==> config.mk <==
export PLATFORM = sky130hd
export DESIGN_NAME = spi_burst_ctrl_flat
export DESIGN_NICKNAME = d
export VERILOG_FILES = /design/src/rtl/spi_burst_ctrl_if.sv /design/src/rtl/spi_burst_ctrl.sv /design/src/flat_wrapper.sv
export SDC_FILE = /design/constraint.sdc
export NUM_CORES = 1
export LEC_CHECK = 0
export CORE_ASPECT_RATIO = 0.75
export CORE_MARGIN = 5
export CORE_UTILIZATION = 33
export CTS_CLUSTER_DIAMETER = 50
export CTS_CLUSTER_SIZE = 12
export DETAILED_ROUTE_END_ITERATION = 10
export PLACE_DENSITY_LB_ADDON = 0.1
export SYNTH_ARGS = -nofsm -noshare
export SYNTH_HDL_FRONTEND = slang
export SYNTH_SLANG_ARGS = --single-unit
==> constraint.sdc <==
create_clock -name I_clk -period 1.9 [get_ports I_clk]
set_input_delay 0.285 -clock I_clk [delete_from_list [all_inputs] [get_ports I_clk]]
set_output_delay 0.285 -clock I_clk [all_outputs]
set_load 0.02 [all_outputs]
==> src/rtl/spi_burst_ctrl_if.sv <==
// Upstream handshake and SPI-master side signals of the burst controller.
interface spi_burst_ctrl_if #(parameter int CNT_W = 8);
    logic             I_start;
    logic [CNT_W-1:0] I_len;
    logic             I_abort;
    logic [7:0]       I_tx_data;
    logic             I_tx_valid;
    logic             O_tx_ready;
    logic [7:0]       O_rx_data;
    logic             O_rx_valid;
    logic             O_busy;
    logic             O_done;
    logic             O_underrun;
    logic             O_spi_en;
    logic [7:0]       O_spi_data;
    logic [7:0]       I_spi_data_out;
    logic             I_spi_rx_done;

    modport slave (
        input  I_start, I_len, I_abort, I_tx_data, I_tx_valid,
        input  I_spi_data_out, I_spi_rx_done,
        output O_tx_ready, O_rx_data, O_rx_valid, O_busy, O_done,
        output O_underrun, O_spi_en, O_spi_data
    );

    modport master (
        output I_start, I_len, I_abort, I_tx_data, I_tx_valid,
        output I_spi_data_out, I_spi_rx_done,
        input  O_tx_ready, O_rx_data, O_rx_valid, O_busy, O_done,
        input  O_underrun, O_spi_en, O_spi_data
    );
endinterface

==> src/rtl/spi_burst_ctrl.sv <==
// Multi-byte burst engine on top of the byte-level SPI master: keeps the
// master enabled for 16 cycles per byte and feeds it from a one-entry holding register.
module spi_burst_ctrl #(
    parameter int         CNT_W     = 8,
    parameter logic [7:0] FILL_BYTE = 8'hFF
) (
    input logic             I_clk,
    input logic             I_rst_n,
    spi_burst_ctrl_if.slave bus
);
    typedef enum logic [1:0] {IDLE, PREP, XFER, DRAIN} state_t;

    state_t           state;
    logic [3:0]       phase;
    logic [CNT_W-1:0] remaining;
    logic [7:0]       hold;
    logic             hold_valid;
    logic             spi_en;
    logic [7:0]       spi_data;
    logic [7:0]       rx_data;
    logic             rx_valid;
    logic             done;
    logic             underrun;
    logic             rx_capture;

    assign bus.O_tx_ready = !hold_valid;
    assign bus.O_busy     = (state != IDLE);
    assign bus.O_spi_en   = spi_en;
    assign bus.O_spi_data = spi_data;
    assign bus.O_rx_data  = rx_data;
    assign bus.O_rx_valid = rx_valid;
    assign bus.O_done     = done;
    assign bus.O_underrun = underrun;

    // The master clears its RX outputs at the edge that ends DRAIN, so capture covers DRAIN too.
    assign rx_capture = bus.I_spi_rx_done && (state == XFER || state == DRAIN);

    always_ff @(posedge I_clk or negedge I_rst_n) begin
        if (!I_rst_n) begin
            state      <= IDLE;
            phase      <= '0;
            remaining  <= '0;
            hold       <= '0;
            hold_valid <= 1'b0;
            spi_en     <= 1'b0;
            spi_data   <= '0;
            rx_data    <= '0;
            rx_valid   <= 1'b0;
            done       <= 1'b0;
            underrun   <= 1'b0;
        end else begin
            rx_valid <= 1'b0;
            done     <= 1'b0;
            underrun <= 1'b0;

            // Ready is low whenever a move is possible, so accept and move never collide.
            if (bus.I_tx_valid && !hold_valid) begin
                hold       <= bus.I_tx_data;
                hold_valid <= 1'b1;
            end

            if (bus.I_abort && state != IDLE) begin
                spi_en <= 1'b0;
                phase  <= '0;
                state  <= IDLE;
            end else begin
                if (rx_capture) begin
                    rx_data  <= bus.I_spi_data_out;
                    rx_valid <= 1'b1;
                end
                case (state)
                    IDLE: begin
                        if (bus.I_start) begin
                            if (bus.I_len != '0) begin
                                remaining <= bus.I_len;
                                state     <= PREP;
                            end else begin
                                done <= 1'b1;
                            end
                        end
                    end
                    PREP: begin
                        if (hold_valid) begin
                            spi_data   <= hold;
                            hold_valid <= 1'b0;
                            phase      <= '0;
                            spi_en     <= 1'b1;
                            state      <= XFER;
                        end
                    end
                    XFER: begin
                        phase <= phase + 4'd1;
                        // phase 15 is the master's last state of the current byte
                        if (phase == 4'd15) begin
                            if (remaining == CNT_W'(1)) begin
                                spi_en <= 1'b0;
                                state  <= DRAIN;
                            end else begin
                                remaining <= remaining - CNT_W'(1);
                                if (hold_valid) begin
                                    spi_data   <= hold;
                                    hold_valid <= 1'b0;
                                end else begin
                                    spi_data <= FILL_BYTE;
                                    underrun <= 1'b1;
                                end
                            end
                        end
                    end
                    DRAIN: begin
                        state <= IDLE;
                        done  <= 1'b1;
                    end
                    default: state <= IDLE;
                endcase
            end
        end
    end
endmodule

==> src/flat_wrapper.sv <==
// flat-port wrapper written by rule: the top's interface ports become plain ports
module spi_burst_ctrl_flat 
#(
    parameter int         CNT_W     = 8,
    parameter logic [7:0] FILL_BYTE = 8'hFF
)
  (I_clk, I_rst_n, bus_I_start, bus_I_len, bus_I_abort, bus_I_tx_data, bus_I_tx_valid, bus_I_spi_data_out, bus_I_spi_rx_done, bus_O_tx_ready, bus_O_rx_data, bus_O_rx_valid, bus_O_busy, bus_O_done, bus_O_underrun, bus_O_spi_en, bus_O_spi_data);
  spi_burst_ctrl_if #(.CNT_W(CNT_W)) bus_i ();
  input logic I_clk;
  input logic I_rst_n;
  input wire logic [$bits(bus_i.I_start)-1:0] bus_I_start;
  input wire logic [$bits(bus_i.I_len)-1:0] bus_I_len;
  input wire logic [$bits(bus_i.I_abort)-1:0] bus_I_abort;
  input wire logic [$bits(bus_i.I_tx_data)-1:0] bus_I_tx_data;
  input wire logic [$bits(bus_i.I_tx_valid)-1:0] bus_I_tx_valid;
  input wire logic [$bits(bus_i.I_spi_data_out)-1:0] bus_I_spi_data_out;
  input wire logic [$bits(bus_i.I_spi_rx_done)-1:0] bus_I_spi_rx_done;
  output wire logic [$bits(bus_i.O_tx_ready)-1:0] bus_O_tx_ready;
  output wire logic [$bits(bus_i.O_rx_data)-1:0] bus_O_rx_data;
  output wire logic [$bits(bus_i.O_rx_valid)-1:0] bus_O_rx_valid;
  output wire logic [$bits(bus_i.O_busy)-1:0] bus_O_busy;
  output wire logic [$bits(bus_i.O_done)-1:0] bus_O_done;
  output wire logic [$bits(bus_i.O_underrun)-1:0] bus_O_underrun;
  output wire logic [$bits(bus_i.O_spi_en)-1:0] bus_O_spi_en;
  output wire logic [$bits(bus_i.O_spi_data)-1:0] bus_O_spi_data;
  assign bus_i.I_start = bus_I_start;
  assign bus_i.I_len = bus_I_len;
  assign bus_i.I_abort = bus_I_abort;
  assign bus_i.I_tx_data = bus_I_tx_data;
  assign bus_i.I_tx_valid = bus_I_tx_valid;
  assign bus_i.I_spi_data_out = bus_I_spi_data_out;
  assign bus_i.I_spi_rx_done = bus_I_spi_rx_done;
  assign bus_O_tx_ready = bus_i.O_tx_ready;
  assign bus_O_rx_data = bus_i.O_rx_data;
  assign bus_O_rx_valid = bus_i.O_rx_valid;
  assign bus_O_busy = bus_i.O_busy;
  assign bus_O_done = bus_i.O_done;
  assign bus_O_underrun = bus_i.O_underrun;
  assign bus_O_spi_en = bus_i.O_spi_en;
  assign bus_O_spi_data = bus_i.O_spi_data;
  spi_burst_ctrl #(.CNT_W(CNT_W), .FILL_BYTE(FILL_BYTE)) u_core (.I_clk(I_clk), .I_rst_n(I_rst_n), .bus(bus_i));
endmodule
# --- Word level (Yosys, flattened, before mapping) ---
# Index checks and enable logic that the tools add are counted.
word_totals:
  out_inout_bits: 22
  elab_cells: 88
  regBits: 43
op_classes:
  eq_ne: 15
  n_reduce_logical: 17
  n_bitwise: 1
  addsub: 2
  mux: 42
op_table:
  columns: ["op", "n"]
  rows:
  - ["8-bit 2-to-1 mux", 8]
  - ["8-bit one-hot mux with 2 select lines", 2]
  - ["1-bit 2-to-1 mux", 19]
  - ["2-bit 2-to-1 mux", 6]
  - ["5-bit AND reduction", 2]
  - ["8-bit by 1-bit equality test with 1-bit output (second input constant)", 1]
  - ["4-bit 2-to-1 mux", 2]
  - ["2-bit one-hot mux with 4 select lines", 1]
  - ["4-bit one-hot mux with 2 select lines", 1]
  - ["8-bit nonzero test", 1]
  - ["8-bit by 1-bit subtractor with 8-bit output (second input constant)", 1]
  - ["2-bit inequality test (second input constant)", 3]
  - ["3-bit by 1-bit inequality test with 1-bit output (second input constant)", 2]
  - ["3-bit inequality test (second input constant)", 2]
  - ["1-bit one-hot mux with 2 select lines", 3]
  - ["6-bit AND reduction", 1]
  - ["2-bit nonzero test", 3]
  - ["4-bit by 1-bit adder with 4-bit output (second input constant)", 1]
  - ["2-bit equality test (second input constant)", 2]
  - ["4-bit equality test (second input constant)", 1]
  - ["2-bit by 1-bit inequality test with 1-bit output (second input constant)", 2]
  - ["2-bit AND reduction", 2]
  - ["4-bit AND reduction", 1]
  - ["1-bit logical AND", 3]
  - ["7 further kinds", 7]

# --- Logic depth before layout (Yosys ltp) ---
logic_depth:
  ltp_word: 8
  ltp_mapped: 7
  depth_no_buf: 6

# --- Worst setup path before layout ---
# OpenSTA, ideal clock, no wires.
synth_path:
  path_kind: "reg2reg"
  startpoint: "register u_core.state[0]"
  endpoint: "register u_core.spi_data[0], in the netlist u_core.bus.O_spi_data[0]"
  arrival_time_ns: 1.882
  setup_time_ns: 0.125
  path_stages_with_launch: 7
  path_slack_ns: -0.108
  path_cell_list: "dfrtp_1 inv_1 ha_1 or4b_4 o22ai_4 nor3_4 mux2_4"
synth_between:
  elab_chain_len: 4
  elab_cells_between_ends: 11
  classes_between: "eq/ne: 5; mux: 1; bitwise: 1; reduce/logical: 4"
synth_lines:
  columns: ["element", "line_no", "text"]
  rows:
  - ["from (decl)", "spi_burst_ctrl.sv:13", "state_t state;"]
  - ["from (signal assigned)", "spi_burst_ctrl.sv:40", "state <= IDLE;"]
  - ["from (signal assigned)", "spi_burst_ctrl.sv:65", "state <= IDLE;"]
  - ["from (signal assigned)", "spi_burst_ctrl.sv:76", "state <= PREP;"]
  - ["branches (longest 4 deep; another with 5-bit AND reduction)", null, null]
  - ["to (signal assigned)", "spi_burst_ctrl.sv:84", "spi_data <= hold;"]
  - ["to (signal assigned)", "spi_burst_ctrl.sv:101", "spi_data <= hold;"]
  - ["to (decl)", "spi_burst_ctrl.sv:19", "logic [7:0] spi_data;"]
# Parallel ways; which one is timed is not known.
# A chain may end at the register's enable or synchronous reset.

# --- Worst setup path in the final report ---
layout_path:
  startpoint: "register u_core.remaining[1]"
  endpoint: "register u_core.spi_data[0], in the netlist u_core.bus.O_spi_data[0]"
layout_between:
  elab_chain_len: 3
layout_lines:
  columns: ["element", "line_no", "text"]
  rows:
  - ["from (decl)", "spi_burst_ctrl.sv:15", "logic [CNT_W-1:0] remaining;"]
  - ["from (signal assigned)", "spi_burst_ctrl.sv:75", "remaining <= bus.I_len;"]
  - ["from (signal assigned)", "spi_burst_ctrl.sv:99", "remaining <= remaining - CNT_W'(1);"]
  - ["8-bit by 1-bit equality test with 1-bit output", "spi_burst_ctrl.sv:95", "if (remaining == CNT_W'(1)) begin"]
  - ["2-bit inequality test (no line)", null, null]
  - ["5-bit AND reduction (no line)", null, null]
# No other way between the ends.

==> flow_summary.toml <==
[status]
status = "finished with violations"
violations = "setup timing"

[pwr]
power_mw = 5.74
powerDensity_mw_per_mm2 = 1610
ir_worst_vdd_mv = 0.648
p_leak_nw = 1.52

[sta]
hold_viol = 0
drv_slew = 0
slew_headroom_pct = 62.6
skew_ns = 0.00807
rsz0062_at_grt = "true"
finalCritPeriodShare_pct = 105
tightest_slew_ns = 0.561
layout_setup_ws_ns = -0.102
holdWs_ns = 0.0588
max_freq_mhz = 499
finalCriticalPeriod_ns = 2.00
setup_viol = 11

[critical_path]
required_ns = 2.08
worstReg2RegStart = "u_core.remaining[1]"
crit_slowest_cell = "or4b_4"
cp-startpoint = "u_core.remaining[1]"
startpoint_type = "register"
worstPathArrival_ns = 2.18
endpoint_kind = "register"
path_class = "reg -> reg"
crit_fanout = 8
worst_path_largest_cell_delay_ns = 0.51
ff2ff_setup_slack_ns = -0.10
crit_path_cell_trace = "inv_2 > ha_2 > or4b_4 > o22ai_4 > nor3_4 > buf_12 > mux2_4"

[logic_synthesis]
ys_warn_count = 0
synth_seq_cells = 43
synth_edf_count = 0
ys.flop_type = "dfrtp_1"
synth_cells = 221
syn-cell-area_mm2 = 0.00242
postSynth.asyncResetShare_pct = 100
syn_area_per_cell_um2 = 11.0
yosysSeqAreaShare_pct = 44.4
syn_nets = 259
synth_cell_types = 47

[global_routing]
grt_pass1_wl_mm = 10.6
antenna_found_initial = 0
grt_max_degree = 44
track_usage_pct = 14.5
gr-total-overflow = 0
grt_pass1_vias = 2081

[cts]
clock_latency_ns = 0.30
cts.clk_slew.worst_paths_ns = 0.09
cts_buffer_depth = 2
hold_buffers = 0
ctsHtreeMaxLevel = 2
cts_sinks = 43
cts_tree = "done"
numCtsBuffers = 5
cts_root_buf = "clkbuf_8"

[route]
firstDrtPassIters = 4
vias = 2066
viasPerCell = 4.87
drt_iter0_markers = 67
drcViolationCount = 0
wl_per_cell_um = 14.9
drtAntennaViolNets = 0
wirelength_mm = 6.32

[die]
start_util_pct = 33.5
dieArea_mm2 = 0.00917
coreArea_mm2 = 0.00723
die_x_um = 109
die_h_um = 84.2
io_pins = 52
fp-row-count = 27

[min_path]
hold_path_class = "in -> async"

[layout]
drive_gt1_share_pct = 33.1
syn_to_final_growth_pct = 47.5
layout_common_cells = "clkdlybuf4s50_1 (49), buf_4 (49), dfrtp_1 (43), mux2_2 (17), nand2b_1 (16)"
final_nets = 360
antenna_cells = 0

[placement]
dpl.hpwl_mm = 4.76
portBuffers = 51
gp_congestion = 0.802

[run]
maxCapViolations = 0
worst paths after layout:
check | to | cells after the start
setup / recovery | u_core.bus.O_spi_data[0] | 7
hold / removal | u_core.bus.O_spi_data[5] | 2
setup reg to reg | u_core.bus.O_spi_data[0] | 7
hold reg to reg | u_core.phase[3] | 1
max in group asynchronous | u_core.bus.O_rx_data[1] | 2
min in group I_clk | u_core.phase[3] | 1
timing repair:
item / CTS / global route
gates cloned: 0 / 0
setup endpoints to repair: 18 / 22
setup buffers: 1 / 6
pin swaps: 1 / 8
resized for setup: 3 / 11
worst max-delay path: cells and delay by family, from the launching register on:
kind / cells / cell delay [ns]
AOI/OAI and AO/OA: 1 / 0.20
adders and majority gates: 1 / 0.18
buffers and inverters: 2 / 0.24
DFF: 1 / 0.40
muxes: 1 / 0.29
and+or+nand+nor: 2 / 0.58
sequential cells by signal, summed over array words and instances, names as in the netlist:
name	cells
u_core.bus.O_done	1
u_core.bus.O_rx_data	8
u_core.bus.O_rx_valid	1
u_core.bus.O_spi_data	8
u_core.bus.O_spi_en	1
u_core.bus.O_underrun	1
u_core.hold	8
u_core.hold_valid	1
u_core.phase	4
u_core.remaining	8
u_core.state	2
through the flow:
step	std cells	util (%)	TNS [ns]	cell area, µm²	worst slack [ns]
global route	424	49.4	-1.46	3570	-0.127
finish	424	49.4	-0.792	3570	-0.102
CTS	421	48.5	-0.622	3510	-0.0806
floorplan	221	-	-0.0166	2440	-0.00208
global placement	412	47.2	-3.64	3420	-0.260
detailed placement	412	47.2	-3.58	3420	-0.279
cells in the mapped netlist, types with 3 or more instances:
| master | n | share of area, % |
|---|---|---|
| nand2b_1 | 17 | 4.4 |
| buf_2 | 3 | 0.62 |
| nand3_1 | 8 | 1.7 |
| mux2i_1 | 3 | 1.2 |
| nor2b_1 | 3 | 0.77 |
| o221ai_1 | 6 | 2.2 |
| ha_1 | 8 | 4.1 |
| mux2_2 | 17 | 7.9 |
| o21ai_0 | 9 | 1.9 |
| clkbuf_1 | 4 | 0.62 |
| a211oi_1 | 6 | 1.9 |
| nor2_1 | 8 | 1.2 |
| mux2_4 | 8 | 5.0 |
| inv_1 | 12 | 1.9 |
| o211ai_1 | 7 | 2.2 |
| dfrtp_1 | 43 | 44 |
| nand4_1 | 4 | 1.0 |
| nand2_1 | 9 | 1.4 |
| a2111oi_0 | 3 | 1.1 |
| nor3_1 | 10 | 2.1 |
layout make-up:
cell class              instances  area (µm²)
clock inverters                 2        12.5
inverters                      13        52.6
clock buffers                   6        72.6
flip-flops and latches         43        1080
well taps                     101         126
multi-input cells             156        1310
repair buffers                103         923
fillers                       699        3660
cells by family (layout without fill, tap and decap cells):
group / Yosys count / after routing / synth area share, %
DFF: 43 / 43 / 44.4
AOI/OAI and AO/OA: 48 / 48 / 16.3
muxes: 28 / 28 / 14.1
and+or+nand+nor: 72 / 72 / 17.4
adders and majority gates: 8 / 8 / 4.13
buffers and inverters: 22 / 124 / 3.72
layer usage:
| metal | share of wire [%] | vias up | track usage (%) |
|---|---|---|---|
| li1 | - | 1032 | - |
| met1 | 51 | 993 | 22.2 |
| met4 | 0.73 | 0 | 3.56 |
| met3 | 4.4 | 5 | 3.15 |
| met5 | 0 | - | 0 |
| met2 | 44 | 36 | 20.7 |
where the power goes:
group          total, mW  internal, mW  switching (mW)
registers           1.59          1.33           0.262
clock network      0.573         0.257           0.316
logic               3.58          1.93            1.65
Note: power is estimated with default switching activity, not from simulation.
